$ cat src/rtl/i2s_tx_fifo.sv
// i2s_tx_fifo: I2S / left-justified / right-justified stereo DAC transmitter
// with a sample FIFO in front of it.
//
// Ports:
//   clk, rst_n        system clock, asynchronous active-low reset
//   s_valid/s_ready   sample push handshake (s_ready = FIFO not full)
//   s_left, s_right   signed stereo sample pushed as one FIFO entry
//   mute              transmit zeros while the FIFO keeps draining
//   underrun_clr      clears the sticky underrun flag
//   underrun          sticky: a frame started with the FIFO empty
//   fifo_level        number of stereo samples held
//   din, bck, lrck    DAC serial data, bit clock and word clock
module i2s_tx_fifo #(
  parameter int FMT     = 0,
  parameter int DATA_W  = 16,
  parameter int SLOT_W  = 32,
  parameter int CLK_HZ  = 25000000,
  parameter int LRCK_HZ = 48000,
  parameter int FIFO_AW = 4
) (
  input  logic                clk,
  input  logic                rst_n,
  input  logic                s_valid,
  output logic                s_ready,
  input  logic [DATA_W-1:0]   s_left,
  input  logic [DATA_W-1:0]   s_right,
  input  logic                mute,
  input  logic                underrun_clr,
  output logic                underrun,
  output logic [FIFO_AW:0]    fifo_level,
  output logic                din,
  output logic                bck,
  output logic                lrck
);

  localparam int CW = $clog2(4 * SLOT_W);
  localparam int DEPTH = 2 ** FIFO_AW;
  localparam logic [CW-1:0] CNT_MAX = {CW{1'b1}};
  localparam logic [FIFO_AW:0] LEVEL_FULL = (FIFO_AW + 1)'(DEPTH);
  localparam logic LRCK_RST = (FMT == 0) ? 1'b0 : 1'b1;
  // Rounded phase increment: one tick per half bck period.
  localparam logic [63:0] PA_NUM = 64'(4 * SLOT_W) * 64'(LRCK_HZ);
  localparam logic [63:0] PA_INC64 = ((PA_NUM << 32) + 64'(CLK_HZ / 2)) / 64'(CLK_HZ);
  localparam logic [31:0] PA_INC = PA_INC64[31:0];

  generate
    if (PA_INC64 >= 64'h0000_0000_8000_0000) begin : g_rate_check
      $error("i2s_tx_fifo: bit clock too fast for CLK_HZ (PA_INC >= 2**31)");
    end
  endgenerate

  // Build one SLOT_W-bit channel word from a sample.
  function automatic logic [SLOT_W-1:0] fmt_slot(input logic [DATA_W-1:0] x);
    logic [SLOT_W-1:0] w;
    if (FMT == 2) begin
      w = {SLOT_W{x[DATA_W-1]}};
      w[DATA_W-1:0] = x;
    end else begin
      w = '0;
      w[SLOT_W-1 -: DATA_W] = x;
    end
    return w;
  endfunction

  logic [31:0]           pa_r;
  logic [CW-1:0]         cnt_r;
  logic [2*SLOT_W-1:0]   sreg_r;
  logic                  lrck_r;
  logic                  underrun_r;
  logic                  ready_r;
  logic [FIFO_AW-1:0]    wr_ptr_r;
  logic [FIFO_AW-1:0]    rd_ptr_r;
  logic [FIFO_AW:0]      level_r;
  logic [2*DATA_W-1:0]   mem_r [DEPTH];

  logic [32:0]           pa_sum_s;
  logic                  tick_s;
  logic [CW-1:0]         cnt_nxt_s;
  logic [CW-2:0]         b_nxt_s;
  logic [CW-2:0]         b_nxt_p1_s;
  logic                  frame_load_s;
  logic                  shift_s;
  logic                  empty_s;
  logic                  push_s;
  logic                  pop_s;
  logic [FIFO_AW:0]      level_nxt_s;
  logic [2*DATA_W-1:0]   rd_word_s;
  logic [2*SLOT_W-1:0]   frame_word_s;
  logic                  lrck_nxt_s;

  // Rate generator, bit-position decode and FIFO handshake terms.
  always_comb begin
    pa_sum_s     = {1'b0, pa_r} + {1'b0, PA_INC};
    tick_s       = pa_sum_s[32];
    cnt_nxt_s    = cnt_r + {{(CW-1){1'b0}}, 1'b1};
    b_nxt_s      = cnt_nxt_s[CW-1:1];
    b_nxt_p1_s   = b_nxt_s + {{(CW-2){1'b0}}, 1'b1};
    frame_load_s = tick_s && (cnt_r == CNT_MAX);
    // cnt odd -> even is a bck falling edge; the wrap edge loads instead.
    shift_s      = tick_s && cnt_r[0] && !frame_load_s;
    empty_s      = (level_r == '0);
    push_s       = s_valid && ready_r;
    pop_s        = frame_load_s && !empty_s;
    rd_word_s    = mem_r[rd_ptr_r];
  end

  // Next FIFO occupancy from push/pop.
  always_comb begin
    level_nxt_s = level_r;
    case ({push_s, pop_s})
      2'b10:   level_nxt_s = level_r + {{FIFO_AW{1'b0}}, 1'b1};
      2'b01:   level_nxt_s = level_r - {{FIFO_AW{1'b0}}, 1'b1};
      default: level_nxt_s = level_r;
    endcase
  end

  // Frame word for the next load; an empty FIFO or mute sends silence.
  always_comb begin
    if (mute || empty_s) begin
      frame_word_s = '0;
    end else begin
      frame_word_s = {fmt_slot(rd_word_s[2*DATA_W-1:DATA_W]),
                      fmt_slot(rd_word_s[DATA_W-1:0])};
    end
  end

  // Word clock for the bit period being entered. Slot boundaries are powers
  // of two, so the top bit of the bit index selects the channel.
  always_comb begin
    if (FMT == 0) begin
      lrck_nxt_s = b_nxt_p1_s[CW-2];
    end else begin
      lrck_nxt_s = ~b_nxt_s[CW-2];
    end
  end

  // Phase accumulator and half-bit counter.
  always_ff @(posedge clk or negedge rst_n) begin
    if (!rst_n) begin
      pa_r   <= '0;
      cnt_r  <= '0;
      lrck_r <= LRCK_RST;
    end else begin
      pa_r <= pa_sum_s[31:0];
      if (tick_s) begin
        cnt_r  <= cnt_nxt_s;
        lrck_r <= lrck_nxt_s;
      end
    end
  end

  // Output shift register: frame load at wrap, shift on bck falling edges.
  always_ff @(posedge clk or negedge rst_n) begin
    if (!rst_n) begin
      sreg_r <= '0;
    end else if (frame_load_s) begin
      sreg_r <= frame_word_s;
    end else if (shift_s) begin
      sreg_r <= {sreg_r[2*SLOT_W-2:0], 1'b0};
    end
  end

  // FIFO pointers, occupancy, registered ready and sticky underrun.
  always_ff @(posedge clk or negedge rst_n) begin
    if (!rst_n) begin
      wr_ptr_r   <= '0;
      rd_ptr_r   <= '0;
      level_r    <= '0;
      ready_r    <= 1'b1;
      underrun_r <= 1'b0;
    end else begin
      if (push_s) begin
        wr_ptr_r <= wr_ptr_r + {{(FIFO_AW-1){1'b0}}, 1'b1};
      end
      if (pop_s) begin
        rd_ptr_r <= rd_ptr_r + {{(FIFO_AW-1){1'b0}}, 1'b1};
      end
      level_r <= level_nxt_s;
      ready_r <= (level_nxt_s != LEVEL_FULL);
      // Setting wins over a simultaneous clear.
      if (frame_load_s && empty_s) begin
        underrun_r <= 1'b1;
      end else if (underrun_clr) begin
        underrun_r <= 1'b0;
      end
    end
  end

  // FIFO storage; contents need no reset since the pointers define validity.
  always_ff @(posedge clk) begin
    if (push_s) begin
      mem_r[wr_ptr_r] <= {s_left, s_right};
    end
  end

  assign s_ready    = ready_r;
  assign underrun   = underrun_r;
  assign fifo_level = level_r;
  assign din        = sreg_r[2*SLOT_W-1];
  assign bck        = cnt_r[0];
  assign lrck       = lrck_r;

endmodule

$ cat config.mk
export PLATFORM = sky130hd
export DESIGN_NAME = i2s_tx_fifo
export DESIGN_NICKNAME = d
export VERILOG_FILES = /design/src/rtl/i2s_tx_fifo.sv
export SDC_FILE = /design/constraint.sdc
export NUM_CORES = 1
export LEC_CHECK = 0
export BUFFER_PORTS_ARGS = -buffer_cell sky130_fd_sc_hd__buf_2
export CAP_MARGIN = 0
export CORE_MARGIN = 2
export CORE_UTILIZATION = 26
export CTS_BUF_LIST = sky130_fd_sc_hd__clkbuf_4
export DETAILED_ROUTE_END_ITERATION = 6
export MAX_ROUTING_LAYER = met4
export SLEW_MARGIN = 15
export SYNTH_ARGS = -nofsm -noshare
export SYNTH_HDL_FRONTEND = slang
export SYNTH_SLANG_ARGS = --single-unit
export TNS_END_PERCENT = 30
$ cat constraint.sdc
create_clock -name clk -period 4.3 [get_ports clk]
set_clock_uncertainty 0.05 [all_clocks]
set_input_delay 0.215 -clock clk [delete_from_list [all_inputs] [get_ports clk]]
set_output_delay 0.215 -clock clk [all_outputs]
set_load 0.02 [all_outputs]
==> results of run 1 <==
-- flip-flops by register name, indices dropped and copies added (netlist names) --
register / flops
cnt_r: 7
wr_ptr_r: 4
underrun: 1
sreg_r: 48
s_ready: 1
lrck: 1
pa_r: 32
rd_ptr_r: 4
fifo_level: 5
mem_r: 512
-- cell usage in the layout (no fill, tap or decap), types with 5 or more instances in the layout --
cell,instances
nand2b_1,6
nand2_1,31
edfxtp_1,512
clkbuf_4,227
diode_2,10
a21oi_1,11
a22o_1,17
mux2_2,5
dfrtp_1,98
mux4_2,160
nor2_1,18
inv_1,9
buf_4,35
inv_6,6
a221o_1,29
dlygate4sd3_1,55
o21ai_0,11
ha_1,9
clkinv_2,7
clkinv_1,25
nor3_1,7
nand3_1,8
and2_2,12
and2_1,35
buf_2,45
xor2_1,19
xnor2_1,29
-- report_power, final --
part / internal [uW] / leakage (uW) / total [uW] / switching (uW)
registers: 7010 / 0.00596 / 7180 / 169
logic: 359 / 0.00232 / 1080 / 723
clock network: 2570 / 0.00119 / 4940 / 2370
total: 9930 / 0.00946 / 13200 / 3260
-- worst max-delay path by stage --
stage | startpoint | to | slack, ns | depth (start not counted)
floorplan | pa_r[0] | s_ready | 1.19 | 14
global placement | pa_r[0] | s_ready | 0.89 | 14
detailed placement | pa_r[0] | s_ready | 0.76 | 13
CTS | pa_r[0] | s_ready | 0.77 | 13
global route | pa_r[0] | s_ready | 0.41 | 13
finish | pa_r[0] | s_ready | 0.70 | 13
-- cell type report --
| type | count | area [um^2] | share of cell area, % |
|---|---|---|---|
| antenna | 10 | 25.0 | 0.0880 |
| clock buffer | 227 | 1700 | 5.99 |
| clock inverter | 47 | 292 | 1.03 |
| inverter | 9 | 33.8 | 0.119 |
| multi-input combinational | 461 | 5790 | 20.3 |
| sequential | 615 | 18000 | 63.2 |
| tap | 1186 | 1480 | 5.22 |
| timing repair buffer | 140 | 1150 | 4.03 |
-- what timing repair did --
item / CTS / global route
hold endpoints to repair: 625 / 0
setup endpoints to repair: 0 / 0
hold buffers: 56 / 0
-- per-layer routing --
metal  vias up  global-route usage (%)
met3        85                    3.03
met5         -                       -
met2       432                    18.1
met1      6486                    15.8
li1       5301                       -
met4         0                    4.32
-- worst register-to-register path, cell delays in order (launching register included) --
cell,delay [ns]
dfrtp_1,0.34
inv_1,0.06
ha_1,0.21
nand2b_1,0.18
a21oi_1,0.29
o2111ai_2,0.23
and2_1,0.23
nor3_1,0.43
xor2_1,0.13
ha_1,0.26
nor4_1,0.39
a211o_1,0.22
mux2i_1,0.06
or4_1,0.46
-- metrics by stage --
stage	power, uW	instances	area, um^2
2_1_floorplan	7790	1137	23900
3_3_place_gp	8290	2355	25800
5_1_grt	13800	2693	28400
3_5_place_dp	8350	2355	25800
4_1_cts	13400	2685	28400
6_report	13200	2695	28400
-- cell families after synthesis --
logic type	count (synthesis)
flip-flops	615
multiplexers	166
AND/OR/NAND/NOR	151
AO/OA/AOI/OAI	87
buffers and inverters	61
XOR/XNOR	48
adder cells (fa/ha/maj)	9
==> flow_summary.yaml, run 1 <==
place:
  finalWeightedCongestion: 0.780
  dp_hpwl_um: 29900
  io_buffer_count: 46
  dp_slack_ns: 0.764
clock_network:
  post_cts_resized: 0
  post_cts_buffers: 0
  clk_path_buf_depth: 3
  clk_pin_slew_ns: 0.06
  cts_root_buffer: "clkbuf_4"
  htreeDepth: 4
  clock_latency_ns: 0.98
  cts_tree: "yes"
  cts.sinks: 615
  numCtsBuffers: 152
synth:
  synth_xor_area_share_pct: 1.76
  ys.flop_type: "edfxtp_1"
  yosysTopAreaCellShare_pct: 64.2
  post-synth-top-count-cell: "edfxtp_1"
  synth-compound-area-share_pct: 2.92
  synth_warnings: 0
  avgSynthCellArea_um2: 21.1
  syn-instance-count: 1137
  synth_top_family_by_area: "multiplexers"
  yosysSeqAreaShare_pct: 75.0
  synth_edf_count: 512
  synth_nets: 1183
  netlist-cell-type-count: 52
  yosys.area_share.simple_pct: 3.54
  synth.ff_latch_count: 615
  yosys-top-cells-count: "edfxtp_1, mux4_2, dfrtp_1"
  synth_area_leader_cell: "edfxtp_1"
  synthAdderAreaFrac_pct: 0.470
  synth.area.top_cells: "edfxtp_1, mux4_2, dfrtp_1, and2_1, a221o_1"
  async_reset_ff_share_pct: 16.7
  synth.cell_area_um2: 23900
  synth.area.mux_share_pct: 15.3
sta:
  report.final.slew_viol_count: 0
  tns_ns: 0
  period_minus_slack_ns: 3.60
  fin_crit_sh_pct: 83.8
  rsz0062_at_grt: "false"
  finalHoldViolCount: 0
  worst_slack_ns: 0.698
  tightest_slew_ns: 0.909
  setup_viol: 0
  whs_ns: 0.116
  max_freq_mhz: 278
  relSlewSlack_pct: 39.4
min_path:
  hold_path_end: "mem_r[15][12]"
  min_from: "s_right[12]"
  hold_depth: 2
  holdCritPathClass: "in -> reg"
floorplan:
  fp.dieArea_um2: 94500
  initial_core_util_pct: 26.2
  die_x_um: 307
  num_rows: 111
  ios: 47
  core_area_um2: 91500
  fp.dieH_um: 307
setup_path:
  r2r_start: "pa_r[0]"
  reg2reg_slack_ns: 0.70
  crit_type: "reg -> reg"
  cpMostUsedCell: "ha_1"
  cp_cell_sequence: "inv_1 > ha_1 > nand2b_1 > a21oi_1 > o2111ai_2 > and2_1 > nor3_1 > xor2_1 > ha_1 > nor4_1 > a211o_1 > mux2i_1 > or4_1"
  cpMaxStageDelayCell: "or4_1"
  rr_worst_depth: 13
  slowest_delay_ns: 0.46
  critPathLaunchType: "register"
  crit_buf_inv: 1
  crit_fanout: 4
  critPathTopFamily: "simple AND/OR/NAND/NOR gates"
  crit_required_ns: 5.14
  critPathArrivalTime_ns: 4.44
  cp-end-kind: "register"
  regToRegEndpoint: "s_ready"
global_routing:
  antenna_found_initial: 6
  grt_util_all_layers_pct: 12.1
  grt_max_degree: 57
  grt.overflow.total: 0
  grt_pass1_wl_um: 81600
  grt_pass1_vias: 12900
detailed_routing:
  detail_route.first_pass.iterations: 5
  wl_met1_um: 24000
  ant_nets: 0
  post_drt_wl_per_cell_um: 20.2
  wl_um: 54400
  highest_layer: "met4"
  drt_iter0_drc: 1006
  dr_wl_met3_um: 3350
  vias_per_cell: 4.57
  drc: 0
  dr_wl_met2_um: 26200
  vias: 12300
cells_and_area:
  final_util_pct: 31.1
  fill_cells: 8797
  nNetsFinal: 1425
  area_delta_synth_final_pct: 18.8
  drive_gt1_share_pct: 35.2
flow_run:
  drv_cap: 0
run_status:
  status: "completed"
power:
  ir_drop_mv: 0.297
  p_leak_uw: 0.00946
  cellPowerDensity_nw_per_um2: 464
Power figures use the tool's default switching activity.
==> inputs of run 2 (changes only) <==
- ABC_AREA: default -> 1
- clock period: 4.3 -> 2.9 ns (I/O delays scaled with it)
==> run 2 against run 1 <==
  * Routed wire length rose by 18%
  * Worst setup slack lost 0.43 ns
  * Cell area up 4.2%
  * Largest cell class unchanged
  * Largest power group unchanged
==> flow_summary.yaml, run 2 <==
cells_and_area:
  most-common-layout-cells: "edfxtp_1, nor2_1, o21ai_0"
  regMostFlops: "mem_r"
  nNetsFinal: 2224
  layout_commonest_cell: "edfxtp_1"
  reg.largest.list: "mem_r (512), sreg_r (48), pa_r (32)"
  area_delta_synth_final_pct: 19.8
  fin_area_um2: 29600
  drive_gt1_share_pct: 17.8
  largest_reg_flops: 512
  final_util_pct: 31.3
synth:
  avgSynthCellArea_um2: 12.5
  synth.area.top_cells: "edfxtp_1, dfrtp_1, o21ai_0, nor2_1, o22ai_1"
  yosysTopAreaCellShare_pct: 62.2
  post-synth-top-count-cell: "edfxtp_1"
  synth_warnings: 0
  synth.cell_area_um2: 24700
  synth.ff_latch_count: 615
  synth_edf_count: 512
  yosys-top-cells-count: "edfxtp_1, nor2_1, o21ai_0"
  async_reset_ff_share_pct: 16.7
  yosysSeqAreaShare_pct: 72.6
  ys.flop_type: "edfxtp_1"
  syn-instance-count: 1972
  netlist-cell-type-count: 46
  synth_area_leader_cell: "edfxtp_1"
  synth_nets: 2018
detailed_routing:
  detail_route.first_pass.iterations: 5
  wl_um: 64200
  vias: 16500
  drt_iter0_drc: 1351
  post_drt_wl_per_cell_um: 18.0
  vias_per_cell: 4.63
  drc: 0
  ant_nets: 0
global_routing:
  grt_pass1_vias: 16200
  grt_max_degree: 113
  grt.overflow.total: 0
  grt_pass1_wl_um: 97200
  antenna_found_initial: 8
  grt_util_all_layers_pct: 13.5
power:
  total_power_uw: 19400
  clkPwrFrac_pct: 36.5
  p_sw_share_pct: 25.9
  cellPowerDensity_nw_per_um2: 656
  switching_power_uw: 5030
  intPower_uw: 14400
  combPwrFrac_pct: 9.1
  ir_drop_mv: 0.419
  p_leak_uw: 0.0105
  seqPwrFrac_pct: 54.4
sta:
  max_freq_mhz: 381
  setup_viol: 0
  rsz0062_at_grt: "false"
  finalHoldViolCount: 0
  relSlewSlack_pct: 58.1
  fin_crit_sh_pct: 90.6
  period_minus_slack_ns: 2.63
  report.final.slew_viol_count: 0
  tightest_slew_ns: 0.620
  tns_ns: 0
setup_path:
  crit_type: "reg -> reg"
  rr_worst_depth: 19
  critPathLaunchType: "register"
  critPathArrivalTime_ns: 3.43
  regToRegEndpoint: "s_ready"
  cp-end-kind: "register"
  reg2reg_slack_ns: 0.27
  crit_fanout: 5
  r2r_start: "pa_r[0]"
  crit_required_ns: 3.70
min_path:
  min_from: "s_right[2]"
  hold_path_end: "mem_r[8][2]"
  holdCritPathClass: "in -> reg"
  hold_depth: 2
place:
  finalWeightedCongestion: 0.784
  dp_hpwl_um: 33300
  io_buffer_count: 46
  placed_cell_area_um2: 27100
floorplan:
  fp.dieH_um: 312
  ios: 47
  core_area_um2: 94600
  fp.dieArea_um2: 97600
  die_x_um: 312
  initial_core_util_pct: 26.1
  num_rows: 113
clock_network:
  cts.sinks: 615
  numCtsBuffers: 153
  htreeDepth: 4
  cts_tree: "yes"
  clk_path_buf_depth: 3
  clk_pin_slew_ns: 0.06
  cts_root_buffer: "clkbuf_4"
  clock_latency_ns: 0.99
run_status:
  status: "completed"
flow_run:
  drv_cap: 0
==> run 2: changes by cell type after synthesis, moves of 50 or more <==
cell	before	now
o22ai_1	1	116
inv_1	9	91
o221ai_1	0	50
nand2_1	31	132
nor2_1	18	345
o21ai_0	11	305
mux4_2	160	0
clkbuf_1	32	100
==> run 2: final cells by class <==
type	count	area [um^2]
Antenna cell	10	25.0
Clock buffer	216	1620
Clock inverter	51	282
Fill cell	9550	65000
Inverter	98	375
Multi-Input combinational cell	1140	6070
Sequential cell	615	18000
Tap cell	1265	1580
Timing Repair Buffer	170	1690
==> run 2: logic make-up (layout without fill, tap and decap cells) <==
kind of cell	count (synthesis)	in the layout	synth area share, %
flip-flops	615	615	72.6
AND/OR/NAND/NOR	577	577	9.85
AO/OA/AOI/OAI	509	509	12.1
buffers and inverters	217	535	3.37
XOR/XNOR	42	42	1.49
adder cells (fa/ha/maj)	9	9	0.455
multiplexers	3	3	0.137
other	0	10	0
==> run 2: power groups by stage <==
stage / clock (uW) / combinational [uW] / sequential [uW]
after floorplan: 0 / 741 / 10800
after global placement: 0 / 1710 / 10700
after detailed placement: 0 / 1720 / 10700
after CTS: 7300 / 1800 / 10600
after global routing: 7740 / 1930 / 10600
final: 7100 / 1770 / 10600
==> run 2: worst max-delay path by stage <==
stage	startpoint	slack (ns)	end	cells past startpoint
after CTS	pa_r[0]	0.21	s_ready	19
after global placement	pa_r[0]	0.26	s_ready	19
final	pa_r[0]	0.27	s_ready	19
after global routing	pa_r[0]	0.01	s_ready	19
after floorplan	s_ready	0.03	mem_r[11][0]	4
after detailed placement	pa_r[0]	0.26	s_ready	19
==> run 2: metrics by stage <==
step	std cells	hold WS [ns]	worst slack (ns)
final	3565	0.0695	0.273
after global routing	3563	0.0305	0.0134
after CTS	3554	0.000276	0.213
after detailed placement	3227	0.186	0.260
after global placement	3227	0.184	0.255
after floorplan	1972	-0.201	0.0286
==> run 2: repair_timing <==
action	4_1_cts	5_1_grt
resized for setup	0	3
hold buffers	60	0
endpoints found under the setup margin	0	1
hold endpoints to repair	641	0
setup buffers	0	1
==> run 2: metal layers <==
metal | wire length (um) | up-vias | global-route usage (%)
met5 | 0 | - | -
met4 | 1270 | 0 | 4.53
met3 | 4330 | 115 | 3.24
met1 | 29400 | 8089 | 18.1
li1 | - | 7750 | -
met2 | 29100 | 548 | 19.9
==> run 2: worst max-delay path, stage by stage, from the launching register on <==
cell      delay [ns]
dfrtp_1         0.35
inv_1           0.06
ha_1            0.21
inv_1           0.05
nand2_1         0.06
nand3_1         0.07
nand2_1         0.10
o21bai_4        0.20
nand2_4         0.10
nand2_8         0.08
nand2_4         0.08
nor2_8          0.10
nand3_1         0.08
nand2_2         0.09
ha_1            0.23
o21ai_1         0.11
inv_1           0.06
or2_2           0.27
nor2_1          0.11
nand3_1         0.08
